[src/rtl/regfile_sb_if.sv]
// Bus bundle between the PE pipeline and the scoreboarded register file.
// Parameters: DATA_W (data width), ADDR_W (address width).
// Signals:
//   write port      wr_en, wr_addr, wr_data
//   scoreboard set  sb_set, sb_addr
//   read request    rd_req, rd_both, rd_addr_a, rd_addr_b
//   read response   rd_data_a, rd_data_b, rd_valid, rd_busy
//   status          sb_busy (one bit per register)
// Modports: master (pipeline side), slave (register file side).
interface regfile_sb_if #(
    parameter int unsigned DATA_W = 32,
    parameter int unsigned ADDR_W = 5
);
    localparam int unsigned DEPTH = 1 << ADDR_W;

    logic              wr_en;
    logic [ADDR_W-1:0] wr_addr;
    logic [DATA_W-1:0] wr_data;
    logic              sb_set;
    logic [ADDR_W-1:0] sb_addr;
    logic              rd_req;
    logic              rd_both;
    logic [ADDR_W-1:0] rd_addr_a;
    logic [ADDR_W-1:0] rd_addr_b;
    logic [DATA_W-1:0] rd_data_a;
    logic [DATA_W-1:0] rd_data_b;
    logic              rd_valid;
    logic              rd_busy;
    logic [DEPTH-1:0]  sb_busy;

    modport master (
        output wr_en, wr_addr, wr_data, sb_set, sb_addr,
               rd_req, rd_both, rd_addr_a, rd_addr_b,
        input  rd_data_a, rd_data_b, rd_valid, rd_busy, sb_busy
    );

    modport slave (
        input  wr_en, wr_addr, wr_data, sb_set, sb_addr,
               rd_req, rd_both, rd_addr_a, rd_addr_b,
        output rd_data_a, rd_data_b, rd_valid, rd_busy, sb_busy
    );
endinterface

[src/rtl/regfile_sb.sv]
// Parametrised register file with a per-register pending-write scoreboard
// and a stalling request/valid read port (IDLE/WAIT FSM).
// Ports:
//   clk    rising-edge clock
//   reset  asynchronous active-low reset
//   bus    regfile_sb_if.slave: write port, scoreboard set, read request,
//          registered read response and the sb_busy vector
// Optional feature: define REGFILE_BYPASS_EN to forward same-edge write data
// into reads (and release a stalled read on its clearing writeback edge).
module regfile_sb #(
    parameter int unsigned DATA_W   = 32,
    parameter int unsigned ADDR_W   = 5,
    parameter bit          ZERO_REG = 1'b1
) (
    input  logic          clk,
    input  logic          reset,
    regfile_sb_if.slave   bus
);
    localparam int unsigned DEPTH = 1 << ADDR_W;

    localparam logic [0:0] IDLE = 1'b0;
    localparam logic [0:0] WAIT = 1'b1;

    typedef struct packed {
        logic [ADDR_W-1:0] addr_a;
        logic [ADDR_W-1:0] addr_b;
        logic              both;
    } req_t;

    logic [DATA_W-1:0] mem [DEPTH];
    logic [DEPTH-1:0]  sb_q, sb_d;
    logic [0:0]        state_q, state_d;
    req_t              req_q, req_d, req_c;
    logic [DATA_W-1:0] data_a_q, data_a_d, data_b_q, data_b_d;
    logic              valid_q, valid_d, busy_q, busy_d;
    logic              wr_ok_c, hit_a_c, hit_b_c, stall_c, active_c;

    // Writes to the hardwired-zero register are dropped
    always_comb begin
        wr_ok_c = bus.wr_en && !(ZERO_REG && (bus.wr_addr == '0));
    end

    // Scoreboard next state: writeback clears, issue sets (set wins on collision)
    always_comb begin
        sb_d = sb_q;
        if (bus.wr_en) sb_d[bus.wr_addr] = 1'b0;
        if (bus.sb_set) sb_d[bus.sb_addr] = 1'b1;
        if (ZERO_REG) sb_d[0] = 1'b0;
    end

    // Register array
    always_ff @(posedge clk or negedge reset) begin
        if (!reset) begin
            for (int unsigned i = 0; i < DEPTH; i++) mem[i] <= '0;
        end else if (wr_ok_c) begin
            mem[bus.wr_addr] <= bus.wr_data;
        end
    end

    // Scoreboard register
    always_ff @(posedge clk or negedge reset) begin
        if (!reset) sb_q <= '0;
        else        sb_q <= sb_d;
    end

    // Read FSM next state and registered read outputs
    always_comb begin
        state_d  = state_q;
        req_d    = req_q;
        data_a_d = data_a_q;
        data_b_d = data_b_q;
        valid_d  = 1'b0;
        busy_d   = 1'b0;

        // In WAIT the latched request is re-evaluated; new requests are ignored
        if (state_q == WAIT) begin
            req_c = req_q;
        end else begin
            req_c.addr_a = bus.rd_addr_a;
            req_c.addr_b = bus.rd_addr_b;
            req_c.both   = bus.rd_both;
        end
        active_c = (state_q == WAIT) || bus.rd_req;

`ifdef REGFILE_BYPASS_EN
        hit_a_c = bus.wr_en && (bus.wr_addr == req_c.addr_a) && (req_c.addr_a != '0);
        hit_b_c = bus.wr_en && (bus.wr_addr == req_c.addr_b) && (req_c.addr_b != '0);
`else
        hit_a_c = 1'b0;
        hit_b_c = 1'b0;
`endif

        // A forwarded writeback satisfies its own pending scoreboard entry
        stall_c = (sb_q[req_c.addr_a] && !hit_a_c) ||
                  (req_c.both && sb_q[req_c.addr_b] && !hit_b_c);

        if (active_c) begin
            if (stall_c) begin
                state_d = WAIT;
                req_d   = req_c;
                busy_d  = 1'b1;
            end else begin
                state_d = IDLE;
                valid_d = 1'b1;
                if (ZERO_REG && (req_c.addr_a == '0)) data_a_d = '0;
                else if (hit_a_c)                     data_a_d = bus.wr_data;
                else                                  data_a_d = mem[req_c.addr_a];
                if (!req_c.both)                            data_b_d = '0;
                else if (ZERO_REG && (req_c.addr_b == '0)) data_b_d = '0;
                else if (hit_b_c)                           data_b_d = bus.wr_data;
                else                                        data_b_d = mem[req_c.addr_b];
            end
        end
    end

    // FSM state and output registers
    always_ff @(posedge clk or negedge reset) begin
        if (!reset) begin
            state_q  <= IDLE;
            req_q    <= '0;
            data_a_q <= '0;
            data_b_q <= '0;
            valid_q  <= 1'b0;
            busy_q   <= 1'b0;
        end else begin
            state_q  <= state_d;
            req_q    <= req_d;
            data_a_q <= data_a_d;
            data_b_q <= data_b_d;
            valid_q  <= valid_d;
            busy_q   <= busy_d;
        end
    end

    assign bus.rd_data_a = data_a_q;
    assign bus.rd_data_b = data_b_q;
    assign bus.rd_valid  = valid_q;
    assign bus.rd_busy   = busy_q;
    assign bus.sb_busy   = sb_q;
endmodule

[src/flat_wrapper.sv]
// flat-port wrapper written by rule: the top's interface ports become plain ports
module regfile_sb_flat 
#(
    parameter int unsigned DATA_W   = 32,
    parameter int unsigned ADDR_W   = 5,
    parameter bit          ZERO_REG = 1'b1
)
  (clk, reset, bus_wr_en, bus_wr_addr, bus_wr_data, bus_sb_set, bus_sb_addr, bus_rd_req, bus_rd_both, bus_rd_addr_a, bus_rd_addr_b, bus_rd_data_a, bus_rd_data_b, bus_rd_valid, bus_rd_busy, bus_sb_busy);
  regfile_sb_if #(.DATA_W(DATA_W), .ADDR_W(ADDR_W)) bus_i ();
  input  logic clk;
  input  logic reset;
  input wire logic [$bits(bus_i.wr_en)-1:0] bus_wr_en;
  input wire logic [$bits(bus_i.wr_addr)-1:0] bus_wr_addr;
  input wire logic [$bits(bus_i.wr_data)-1:0] bus_wr_data;
  input wire logic [$bits(bus_i.sb_set)-1:0] bus_sb_set;
  input wire logic [$bits(bus_i.sb_addr)-1:0] bus_sb_addr;
  input wire logic [$bits(bus_i.rd_req)-1:0] bus_rd_req;
  input wire logic [$bits(bus_i.rd_both)-1:0] bus_rd_both;
  input wire logic [$bits(bus_i.rd_addr_a)-1:0] bus_rd_addr_a;
  input wire logic [$bits(bus_i.rd_addr_b)-1:0] bus_rd_addr_b;
  output wire logic [$bits(bus_i.rd_data_a)-1:0] bus_rd_data_a;
  output wire logic [$bits(bus_i.rd_data_b)-1:0] bus_rd_data_b;
  output wire logic [$bits(bus_i.rd_valid)-1:0] bus_rd_valid;
  output wire logic [$bits(bus_i.rd_busy)-1:0] bus_rd_busy;
  output wire logic [$bits(bus_i.sb_busy)-1:0] bus_sb_busy;
  assign bus_i.wr_en = bus_wr_en;
  assign bus_i.wr_addr = bus_wr_addr;
  assign bus_i.wr_data = bus_wr_data;
  assign bus_i.sb_set = bus_sb_set;
  assign bus_i.sb_addr = bus_sb_addr;
  assign bus_i.rd_req = bus_rd_req;
  assign bus_i.rd_both = bus_rd_both;
  assign bus_i.rd_addr_a = bus_rd_addr_a;
  assign bus_i.rd_addr_b = bus_rd_addr_b;
  assign bus_rd_data_a = bus_i.rd_data_a;
  assign bus_rd_data_b = bus_i.rd_data_b;
  assign bus_rd_valid = bus_i.rd_valid;
  assign bus_rd_busy = bus_i.rd_busy;
  assign bus_sb_busy = bus_i.sb_busy;
  regfile_sb #(.DATA_W(DATA_W), .ADDR_W(ADDR_W), .ZERO_REG(ZERO_REG)) u_core (.clk(clk), .reset(reset), .bus(bus_i));
endmodule
[config.mk]
export PLATFORM = sky130hd
export DESIGN_NAME = regfile_sb_flat
export DESIGN_NICKNAME = d
export VERILOG_FILES = /design/src/rtl/regfile_sb_if.sv /design/src/rtl/regfile_sb.sv /design/src/flat_wrapper.sv
export SDC_FILE = /design/constraint.sdc
export NUM_CORES = 2
export LEC_CHECK = 0
export BUFFER_PORTS_ARGS = -buffer_cell sky130_fd_sc_hd__buf_2
export CAP_MARGIN = 40
export CELL_PAD_IN_SITES_DETAIL_PLACEMENT = 0
export CELL_PAD_IN_SITES_GLOBAL_PLACEMENT = 1
export CORE_MARGIN = 5
export CORE_UTILIZATION = 50
export CTS_BUF_LIST = sky130_fd_sc_hd__clkbuf_4 sky130_fd_sc_hd__clkbuf_8 sky130_fd_sc_hd__clkbuf_16
export CTS_CLUSTER_DIAMETER = 30
export DETAILED_ROUTE_END_ITERATION = 8
export PLACE_DENSITY = 0.85
export SLEW_MARGIN = 20
export SYNTH_ARGS = -nofsm -noshare
export SYNTH_HDL_FRONTEND = slang
export SYNTH_SLANG_ARGS = --single-unit
[constraint.sdc]
create_clock -name clk -period 3.7 [get_ports clk]
set_clock_uncertainty 0.15 [all_clocks]
set_input_delay 0.37 -clock clk [delete_from_list [all_inputs] [get_ports clk]]
set_output_delay 0.37 -clock clk [all_outputs]
set_load 0.03 [all_outputs]
Word-level counts from Yosys, hierarchy flattened
Cells that the tools add are included.
Storage, ports and cells
  bits in registers: 1133
  input port bits: 58
  output and inout bits: 98
  logic and storage cells: 98
Cells by class
  magnitude comparators: 10
  mux-type cells: 27
  bitwise logic cells: 7
  reduce and logical (&&, ||, !) cells: 13
Operators by type and width (count)
  1024-bit bitwise mux: 1
  32-bit binary-select mux with 5-bit select: 2
  32-bit 2-to-1 mux: 10
  32-bit demux with 5-bit select: 1
  32-bit bitwise AND: 1
  32-bit inverter: 1
  32-bit OR: 1
  5-bit by 6-bit less-than comparator with 1-bit output (second input constant): 4
  6-bit greater-or-equal comparator (second input constant): 3
  5-bit inverter with 6-bit output: 3
  5-bit logical NOT: 3
  11-bit 2-to-1 mux: 1
  1-bit binary-select mux with 5-bit select: 2
  1-bit demux with 5-bit select: 2
  5-bit by 1-bit greater-or-equal comparator with 1-bit output (second input constant): 2
  1-bit 2-to-1 mux: 8
  6-bit by 1-bit less-than comparator with 1-bit output (second input constant): 1
  1-bit logical AND: 5
  2-bit AND reduction: 2
  1-bit logical OR: 2
  1-bit logical NOT: 1
  1-bit inverter: 1

Depth between registers and ports, before layout
  depth after elaboration: 9
  depth in mapped cells: 14
  depth with buffers taken out: 8

Worst setup path after synthesis
OpenSTA, ideal clock, no wires.
  path type: reg2reg
  start point: reg u_core.state_q
  end point: reg u_core.data_a_q[24] (netlist: u_core.bus.rd_data_a[24])
  setup time: 127 ps
  arrival: 2680 ps
  data required time: 3423 ps
  slack: 743 ps
  cell stages (with the launch flop): 14
  buffers on the path: 6
  period minus slack after synthesis: 2957 ps
  cell sequence: dfrtp_1 -> buf_6 -> buf_8 -> buf_6 -> buf_6 -> a32oi_1 -> a21oi_1 -> a2111oi_1 -> o32ai_1 -> a211oi_4 -> and2b_4 -> buf_12 -> buf_12 -> mux2_1
On the way
  word-level cells in the longest chain between the ends: 7
  elaborated cells on any way between the ends: 16
  those cells by class: 9 x mux; 2 x bitwise; 5 x reduce/logical
Ends and longest elaborated chain
  from (decl): line regfile_sb.sv:32  | logic [0:0] state_q, state_d;
  from (signal assigned): line regfile_sb.sv:126  | state_q <= state_d;
  11-bit 2-to-1 mux: line regfile_sb.sv:76  | if (state_q == WAIT) begin
  1-bit binary-select mux with 5-bit select: line regfile_sb.sv:95  | (req_c.both && sb_q[req_c.addr_b] && !hit_b_c);
  1-bit 2-to-1 mux (not written as such): line regfile_sb.sv:95
  1-bit logical AND: line regfile_sb.sv:95
  1-bit logical OR: line regfile_sb.sv:94  | stall_c = (sb_q[req_c.addr_a] && !hit_a_c) ||
  1-bit inverter (no line)
  2-bit AND reduction (no line)
  to (signal assigned): line regfile_sb.sv:128  | data_a_q <= data_a_d;
  to (decl): line regfile_sb.sv:34  | logic [DATA_W-1:0] data_a_q, data_a_d, data_b_q, data_b_d;
Parallel ways exist; a longest one is shown, timed or not. The select of a mux whose other input is x is not followed.
A chain may end at the register's enable or synchronous reset.

Worst setup path after layout
  start point: reg u_core.state_q
  end point: reg u_core.data_a_q[11] (netlist: u_core.bus.rd_data_a[11])
The elaborated chain is that of the path after synthesis.

==> flow_metrics.py <==
metrics = {
    "run_status": {
        "status": "completed",
    },
    "grt": {
        "antenna_found_initial": 20,
        "globalRouteOverflowTotal": 0,
        "grt_pass1_wl_um": 313000,
        "grt_max_degree": 164,
        "grt_pass1_vias": 48400,
        "grt_usage_pct": 32.2,
    },
    "clock_tree": {
        "htree_levels": 4,
        "cts_buffer_depth": 3,
        "clock_latency_ns": 0.81,
        "clk_pin_slew_worst_paths_ns": 0.05,
        "cts-buffers-inserted": 220,
        "cts_sinks": 1133,
        "cts_root_buffer": "clkbuf_16",
        "cts_tree": "done",
    },
    "layout": {
        "layout_common_cells": "dfrtp_1, nand2_1, mux2_2, nand3_1, clkbuf_16",
        "register_area_mm2": 0.0284,
        "multiInputGateArea_mm2": 0.0303,
        "fin_nets": 5668,
        "final_common_cell": "dfrtp_1",
        "synthToLayoutAreaGrowth_pct": 18.8,
        "fillers": 9691,
        "drive_gt1_share_pct": 36.0,
    },
    "drt": {
        "avgRoutedWirePerCell_um": 28.0,
        "via_per_inst": 6.57,
        "ant_nets": 0,
        "routed_wl_um": 208000,
        "drt_first_pass_iters": 6,
        "drtIter0Drc": 5870,
        "vias": 48800,
        "drc": 0,
    },
    "yosys": {
        "synth-seq-cells": 1133,
        "synth_nets": 5639,
        "syn_area_mm2": 0.0608,
        "avgSynthCellArea_um2": 10.9,
        "async_reset_ff_share_pct": 100,
        "yosysSeqAreaShare_pct": 46.6,
        "synth.distinct_cells": 66,
        "yosys_warnings": 0,
        "synth-edff-count": 0,
        "ys.flop_type": "dfrtp_1",
        "synthCells": 5581,
    },
    "sta": {
        "worstMarginPinSlew_ns": 1.02,
        "fmax_mhz": 284,
        "fin_tns_setup_ns": 0,
        "slew-limit-headroom_pct": 31.8,
        "maxSlewViolCount": 0,
        "hold_viol": 0,
        "rsz0062_at_grt": "false",
        "post-route-period-util_pct": 95.2,
        "period_minus_slack_ns": 3.52,
        "setup_slack_ns": 0.178,
        "setup_viol": 0,
    },
    "setup_path": {
        "crit_path_end": "u_core.bus.rd_data_a[11]",
        "rrSetupSlack_ns": 0.18,
        "path_cells": "mux2_8, buf_12, buf_12, buf_12, mux4_2, nor2_1, a21oi_1, o21ai_0, o21ai_0, mux2_2",
        "timing.rr.end": "u_core.bus.rd_data_a[11]",
        "reg2regPathDepth": 10,
        "worst_setup_path_start_kind": "flip-flop",
        "path_class": "flip-flop to flip-flop",
        "cp_num_cells": 10,
        "critPathMaxStageDelay_ns": 0.62,
        "path_delay_family": "multiplexers",
        "worstPathRequired_ns": 4.25,
        "crit_buf_inv": 3,
        "slowest_stage": "dfrtp_4",
        "reg2reg_from": "u_core.state_q",
        "critPathMostFrequentCell": "buf_12",
        "startpoint": "u_core.state_q",
        "endpoint_kind": "flip-flop",
        "arrival_ns": 4.07,
        "worstPathMaxFanout": 23,
    },
    "floorplanning": {
        "rows": 128,
        "die_area_mm2": 0.129,
        "die_x_um": 359,
        "die_h_um": 359,
        "core_area_mm2": 0.121,
        "boundaryPins": 156,
        "initial_core_util_pct": 50.1,
    },
    "placed_design": {
        "dpl.hpwl_um": 118000,
        "post-place-ws_ns": 0.0580,
        "port_buffers": 154,
        "gp_congestion": 0.894,
    },
    "power": {
        "ir_drop_v": 0.000590,
        "power_leakage_uw": 0.0313,
        "powerDensity_mw_per_mm2": 879,
    },
    "flow_run": {
        "drv_cap": 0,
    },
    "hold_path": {
        "hp-class": "input port to flip-flop",
    },
}
## per-layer routing
| layer | GRT usage, % | wire, µm | up-vias |
|---|---|---|---|
| met3 | 9.40 | 24000 | 633 |
| li1 | - | - | 20200 |
| met2 | 47.5 | 91300 | 3013 |
| met4 | 15.4 | 10600 | 12 |
| met5 | 0.226 | 66 | - |
| met1 | 43.9 | 82400 | 24900 |
## worst min-delay path by stage
stage | from | endpoint | slack [ns] | depth (start not counted)
after floorplan | reset | u_core.bus.rd_busy | -0.08 | 0
after global placement | reset | u_core.mem[605] | 0.19 | 1
after detailed placement | reset | u_core.mem[605] | 0.19 | 1
after CTS | bus_wr_data[3] | u_core.mem[803] | 0.004 | 2
after global routing | bus_wr_data[4] | u_core.mem[580] | 0.05 | 2
final | bus_wr_data[15] | u_core.mem[719] | 0.05 | 2
## layout make-up
class	instances	share of cell area [%]
Sequential cell	1133	39.3
Multi-Input combinational cell	3832	41.9
Tap cell	1625	2.81
Clock inverter	137	2.29
Timing Repair Buffer	377	4.84
Inverter	46	0.239
Clock buffer	275	8.60
Antenna cell	7	0.0243
## flip-flops by register name, summed over array words and instances (netlist names)
register / count
u_core.req_q: 11
u_core.state_q: 1
u_core.bus.rd_data_b: 32
u_core.bus.rd_data_a: 32
u_core.bus.sb_busy: 31
u_core.bus.rd_valid: 1
u_core.bus.rd_busy: 1
u_core.mem: 1024
## repair_timing
item | CTS | global route
setup endpoints to repair | 0 | 41
setup buffers | 0 | 0
endpoints found under the hold margin | 745 | 0
gates resized for setup | 0 | 3
hold buffers | 18 | 0
## cell families after synthesis
family,synth area share [%]
and+or+nand+nor,12.5
muxes,28.4
DFF,46.6
AOI/OAI and AO/OA,8.32
buffers and inverters,4.18
other,0.00617
## power breakdown
part	leakage, µW	internal (µW)	switching (µW)
sequential	0.0145	15000	2350
clock	0.00382	13900	6940
combinational	0.0130	10200	15100
total	0.0313	39100	24400
## synthesized netlist by cell type, types with 10 or more instances
cell type     n  area, µm²
buf_2        85        425
a31oi_1     132        826
inv_1        46        173
o2111ai_1    21        184
mux4_2      225       5070
and3_1       23        144
o221ai_1     21        184
clkbuf_1    394       1480
a21oi_1     181        906
nand2_1    1104       4140
nand2b_1     12       75.1
nor2b_1      51        319
dfrtp_1    1133      28400
nand3_1     394       1970
a2111oi_0    20        175
and2_1       67        419
mux2i_1      45        450
mux2_4       10        150
o21ai_0     127        636
a311oi_1     69        604
a22o_1       16        140
a211oi_1    111        833
buf_1        77        289
mux2_2     1020      11500
nor3b_1      10       75.1
nor2_1       64        240
o22ai_1      29        181
## metrics by stage
stage / total power [µW] / cells / hold WS [ns] / instance area (µm²) / util, %
after floorplan: 33300 / 5581 / -0.0756 / 60800 / -
after global placement: 41600 / 6991 / 0.185 / 64100 / 52.8
after detailed placement: 42000 / 6995 / 0.189 / 64100 / 52.8
after CTS: 63100 / 7425 / 0.00444 / 72200 / 59.5
after global routing: 66000 / 7430 / 0.0467 / 72200 / 59.5
final: 63500 / 7432 / 0.0521 / 72200 / 59.5
Note: power is estimated with default switching activity, not from simulation.
